`src/rtl/pipe_stage_skid_register.sv`:
```
// rtl/pipe_stage_skid_register.sv - parametrised pipeline stage register with 2-entry skid buffer
//
// Purpose:
//   Generic inter-stage register carrying a control bus and a data bus. It has a
//   valid bit per entry, turns held entries into bubbles on FLUSH, freezes under
//   BUSYWAIT, and uses a main + skid entry pair so that IN_READY is a flop output
//   with no combinational path from OUT_READY.
//
// Ports:
//   CLK        in   clock, rising edge
//   RESET      in   synchronous active-high reset
//   FLUSH      in   drop all held entries (the input offered in the same cycle is dropped too)
//   BUSYWAIT   in   global stall, freezes every register
//   IN_VALID   in   upstream entry present
//   IN_READY   out  stage can accept (registered)
//   IN_CTRL    in   upstream control  [CTRL_WIDTH]
//   IN_DATA    in   upstream payload  [DATA_WIDTH]
//   OUT_VALID  out  head entry valid
//   OUT_READY  in   downstream consumes head
//   OUT_CTRL   out  head control, BUBBLE_CTRL when not valid
//   OUT_DATA   out  head payload, holds its last value when not valid
//   OCCUPANCY  out  number of held entries (0..2)

module pipe_stage_skid_register #(
    parameter int                    DATA_WIDTH  = 64,
    parameter int                    CTRL_WIDTH  = 12,
    parameter logic [CTRL_WIDTH-1:0] BUBBLE_CTRL = {CTRL_WIDTH{1'b0}}
) (
    input  logic                  CLK,
    input  logic                  RESET,
    input  logic                  FLUSH,
    input  logic                  BUSYWAIT,
    input  logic                  IN_VALID,
    output logic                  IN_READY,
    input  logic [CTRL_WIDTH-1:0] IN_CTRL,
    input  logic [DATA_WIDTH-1:0] IN_DATA,
    output logic                  OUT_VALID,
    input  logic                  OUT_READY,
    output logic [CTRL_WIDTH-1:0] OUT_CTRL,
    output logic [DATA_WIDTH-1:0] OUT_DATA,
    output logic [1:0]            OCCUPANCY
);

    // Main entry drives the outputs; skid entry catches the one extra beat that
    // arrives while IN_READY (a flop) still advertises space.
    logic                  main_valid_q, main_valid_d;
    logic [CTRL_WIDTH-1:0] main_ctrl_q,  main_ctrl_d;
    logic [DATA_WIDTH-1:0] main_data_q,  main_data_d;
    logic                  skid_valid_q, skid_valid_d;
    logic [CTRL_WIDTH-1:0] skid_ctrl_q,  skid_ctrl_d;
    logic [DATA_WIDTH-1:0] skid_data_q,  skid_data_d;
    logic                  in_ready_q,   in_ready_d;

    logic accept;
    logic pop;

    assign accept = IN_VALID & in_ready_q & ~BUSYWAIT;
    assign pop    = main_valid_q & OUT_READY & ~BUSYWAIT;

    always_comb begin
        main_valid_d = main_valid_q;
        main_ctrl_d  = main_ctrl_q;
        main_data_d  = main_data_q;
        skid_valid_d = skid_valid_q;
        skid_ctrl_d  = skid_ctrl_q;
        skid_data_d  = skid_data_q;

        if (FLUSH) begin
            // Payload registers keep their contents so OUT_DATA does not toggle.
            main_valid_d = 1'b0;
            skid_valid_d = 1'b0;
        end else if (skid_valid_q) begin
            // Full: IN_READY is low, so only a pop can change state.
            if (pop) begin
                main_valid_d = 1'b1;
                main_ctrl_d  = skid_ctrl_q;
                main_data_d  = skid_data_q;
                skid_valid_d = 1'b0;
                skid_ctrl_d  = '0;
                skid_data_d  = '0;
            end
        end else if (main_valid_q) begin
            if (pop && accept) begin
                main_ctrl_d = IN_CTRL;
                main_data_d = IN_DATA;
            end else if (pop) begin
                main_valid_d = 1'b0;
            end else if (accept) begin
                // Downstream did not take the head: park the new beat in the skid.
                skid_valid_d = 1'b1;
                skid_ctrl_d  = IN_CTRL;
                skid_data_d  = IN_DATA;
            end
        end else if (accept) begin
            main_valid_d = 1'b1;
            main_ctrl_d  = IN_CTRL;
            main_data_d  = IN_DATA;
        end

        // Ready for the next cycle is simply "skid will be free"; under BUSYWAIT
        // the skid holds, so this holds as well.
        in_ready_d = ~skid_valid_d;
    end

    always_ff @(posedge CLK) begin
        if (RESET) begin
            main_valid_q <= 1'b0;
            main_ctrl_q  <= BUBBLE_CTRL;
            main_data_q  <= '0;
            skid_valid_q <= 1'b0;
            skid_ctrl_q  <= '0;
            skid_data_q  <= '0;
            in_ready_q   <= 1'b1;
        end else begin
            main_valid_q <= main_valid_d;
            main_ctrl_q  <= main_ctrl_d;
            main_data_q  <= main_data_d;
            skid_valid_q <= skid_valid_d;
            skid_ctrl_q  <= skid_ctrl_d;
            skid_data_q  <= skid_data_d;
            in_ready_q   <= in_ready_d;
        end
    end

    // Bubble control keeps downstream write/memory enables inactive whenever
    // the head is empty, regardless of what the control register still holds.
    assign OUT_VALID = main_valid_q;
    assign OUT_CTRL  = main_valid_q ? main_ctrl_q : BUBBLE_CTRL;
    assign OUT_DATA  = main_data_q;
    assign IN_READY  = in_ready_q;
    assign OCCUPANCY = {1'b0, main_valid_q} + {1'b0, skid_valid_q};

endmodule

```
`config.mk`:
```
export PLATFORM = sky130hd
export DESIGN_NAME = pipe_stage_skid_register
export DESIGN_NICKNAME = d
export VERILOG_FILES = /design/src/rtl/pipe_stage_skid_register.sv
export SDC_FILE = /design/constraint.sdc
export NUM_CORES = 1
export LEC_CHECK = 0
export CORE_ASPECT_RATIO = 0.75
export CORE_MARGIN = 2
export CORE_UTILIZATION = 45
export CTS_CLUSTER_DIAMETER = 120
export CTS_CLUSTER_SIZE = 28
export DETAILED_ROUTE_END_ITERATION = 12
export GPL_TIMING_DRIVEN = 0
export HOLD_SLACK_MARGIN = 0.02
export MAX_ROUTING_LAYER = met4
export PLACE_DENSITY = 0.83
export SLEW_MARGIN = 20
export SYNTH_ARGS = -nofsm -noshare
export SYNTH_HDL_FRONTEND = slang
export SYNTH_SLANG_ARGS = --single-unit
```
`constraint.sdc`:
```
create_clock -name CLK -period 2.5 [get_ports CLK]
set_clock_uncertainty 0.1 [all_clocks]
set_input_delay 0.5 -clock CLK [delete_from_list [all_inputs] [get_ports CLK]]
set_output_delay 0.5 -clock CLK [all_outputs]
set_load 0.01 [all_outputs]
```
==> metrics.md <==
| Metric | Value |
|---|---|
| Syn Inst Count | `740` |
| Slew Limit Fails | `0` |
| PD cells | `slightly below 700 nW/µm²` |
| Mux contribution to synthesized area | `11.6%` |
| Final cell count without fillers | `1130` |
| Sequential area share after synthesis | `roughly 46%` |
| GR Util All Layers | `between 20% and 30%` |
| Sink Count | `roughly 160` |
| Least-Margin Pin Slew | `about 0.75 ns` |
| WP buf/inv | `6` |
| Post-Synth Adder-Cell Area | `0.554%` |
| Post-synth EDFFs | `0` |
| Initial core utilization | `46.4%` |
| Pleak | `between 3 and 4 nW` |
| Total number of vias | `roughly 6600` |
| DR iter-0 viols | `between 500 and 600` |
| Async set-reset flop share out of synthesis | `0%` |
| Max-cap violations | `0` |
| Critical path's top delay family | `buffers and inverters` |
| Status | `finished clean` |
| Io pins | `approximately 160` |
| Final Util | `64.2%` |
| Worst-skew pair later-pin latency | `~0.42 ns` |
| Setup Viol. Count Final | `0` |
| Core Area | `approximately 15000 µm²` |
| DR DRC count | `0` |
| Unique masters post-synth | `28` |
| Placed cell count | `1100` |
| Compound-Gate Fraction of Synth Area | `a little over a quarter` |
| Dpl hpwl | `around 14000 µm` |
| IO Port Bufs | `160` |
| Xor and xnor area share after synthesis | `0%` |
| CTS tree | `built` |
| DR WL/cell | `approximately 18 µm` |
| Chip height | `110 µm` |
| Clk slew on worst S/H paths | `approximately 0.070 ns` |
| Largest net degree at the start of global routing | `20` |
| Main synth FF type | `dfxtp_1` |
| Pre-Repair DR Iteration Count | `6` |
| Hold crit path type | `reg -> reg` |
| Yosys reg bits | `~160` |
| Share of Yosys cell area claimed by the top area cell type | `around 46%` |
| Max clock buf depth | `2` |
| Post-Route WL | `roughly 21000 µm` |
| Initial antenna violation count | `0` |
| Cell taking the most area after synthesis | `dfxtp_1` |
| H-tree depth | `4` |
| Most frequent cells in the layout | `159 x clkdlybuf4s50_1, 154 x dfxtp_1, 152 x a21oi_1` |
| Net count after synthesis | `approximately 830` |
| Fmax | `between 400 and 500 MHz` |
| Rel. slew slack | `between 40% and 50%` |
| Chip Width | `146 µm` |
| CP Capture Type | `flop` |
| Worst EP required | `about 2.7 ns` |
| Vias in the first global route | `~6200` |
| Period utilisation layout | `approximately 96%` |
| Commonest non-fill, non-tap cell in the layout | `clkdlybuf4s50_1` |
| First-pass GRT wire length | `between 30000 and 40000 µm` |
| # rows | `38` |
| Largest family of logic cells by synthesized area | `compound AO/OA/AOI/OAI gates` |
| Simple-gate share of the synthesized area | `about a tenth` |
| Min Tclk post-route | `2.39 ns` |
| Post-layout net count | `1003` |
| Antenna cells | `0` |
| Final Hold Fails | `0` |
| CP Data Arrival Time | `approximately 2.6 ns` |
| Share of layout cells above drive strength 1 | `9.46%` |
| Worst path slowest cell | `a221oi_4` |
| Syn Area/Cell | `9.15 µm²` |
| Delay of the slowest cell on the worst path | `~0.38 ns` |
| Cell area after synthesis | `a little under 7000 µm²` |
| CTS buffer count | `17` |
| Detail Route Antenna Nets | `0` |
| Vias per cell | `between 5 and 6` |
| Root Buffer | `clkbuf_16` |
| Worst-path fanout max | `11` |
| RD Place Congestion | `0.830` |
| Setup crit start kind | `flop` |
| Critical setup path kind | `reg -> reg` |
| Die area | `around 16000 µm²` |
| Area Overhead vs Synth | `38.5%` |
| Crit path cell chain | `buf_6 > clkinv_2 > clkbuf_8 > ha_2 > a221oi_4 > buf_4 > buf_6 > buf_4 > a21oi_1 > a211oi_1` |
| Yosys warns | `0` |
| Overall power | `6.35 mW` |
| Top cells by area, synth | `dfxtp_1 46%, mux2i_1 11%, a21oi_1 11%, a211oi_1 8.4%, nand4_1 7.0%` |
| Worst ir drop on vdd | `~440 µV` |
| Remaining global-route overflow | `0` |
worst register-to-register path, cell delays in order, from the launching register on:
cell	delay, ns
dfxtp_1	0.35
buf_6	0.12
clkinv_2	0.10
clkbuf_8	0.20
ha_2	0.22
a221oi_4	0.38
buf_4	0.18
buf_6	0.16
buf_4	0.18
a21oi_1	0.07
a211oi_1	0.25
synth_stat cells (6+ instances only):
cell type and n:
a211oi_1 76, a21oi_1 152, and2_1 13, buf_1 7
buf_2 20, buf_4 6, clkbuf_1 51, dfxtp_1 155
mux2i_1 77, nand4_1 76, o21ai_0 68, o21ai_1 9
cells by family after synthesis:
group | count (synthesis)
multiplexers | 78
flip-flops | 155
buffers and inverters | 95
adder cells (fa/ha/maj) | 3
AO/OA/AOI/OAI | 308
AND/OR/NAND/NOR | 101
state kept, by name, summed over array words and instances, names as in the netlist:
name / flops
OUT_DATA: 64
skid_data_q: 64
main_ctrl_q: 12
skid_ctrl_q: 12
IN_READY: 1
OUT_VALID: 1
skid_valid_q: 1
cell type report:
cell class | count | area [µm²]
multi-input cells | 490 | 3270
fillers | 1220 | 5220
well taps | 200 | 250
inverters | 3 | 12.5
flip-flops and latches | 155 | 3100
plain buffers | 89 | 457
repair buffers | 162 | 1620
clock inverters | 13 | 240
clock buffers | 18 | 429
report_power, final:
part	switching (mW)	total [mW]	internal [mW]
Clock	1.09	2.97	1.88
Combinational	0.384	0.759	0.375
Sequential	0.0576	2.62	2.56
Total	1.53	6.35	4.82
per-stage QoR:
stage               worst slack [ns]  hold WS, ns  cell area [µm²]  setup TNS [ns]
finish                         0.112        0.375             9380               0
global placement              -0.518        0.360             8620          -53.17
global route                -0.00763        0.392             9380         -0.0335
detailed placement            -0.651        0.366             8620          -67.55
CTS                           0.0144        0.375             9320               0
floorplan                      0.197        0.354             6770               0
repair_timing:
item                       4_1_cts  5_1_grt
gates resized for setup         10       21
hold buffers                     0        0
buffers inserted                 1        1
pin swaps                        0        1
setup endpoints to repair      163      140
final timing paths:
check	slack, ns	to	cells after the start	startpoint
worst max-delay path	0.11	main_ctrl_q[2]	10	skid_valid_q
worst min-delay path	0.37	skid_data_q[24]	2	skid_data_q[24]
worst max register to register	0.11	main_ctrl_q[2]	10	skid_valid_q
worst min register to register	0.37	skid_data_q[24]	2	skid_data_q[24]
layer usage:
layer / vias to the layer above / share of wire (%) / wire (µm) / track usage [%]
met4: 0 / 1.2 / 256 / 7.00
li1: 3148 / - / - / -
met3: 24 / 6.5 / 1350 / 4.90
met1: 3170 / 46 / 9500 / 34.6
met5: - / 0 / 0 / -
met2: 272 / 46 / 9570 / 41.4
Note: power is estimated with default switching activity, not from simulation.
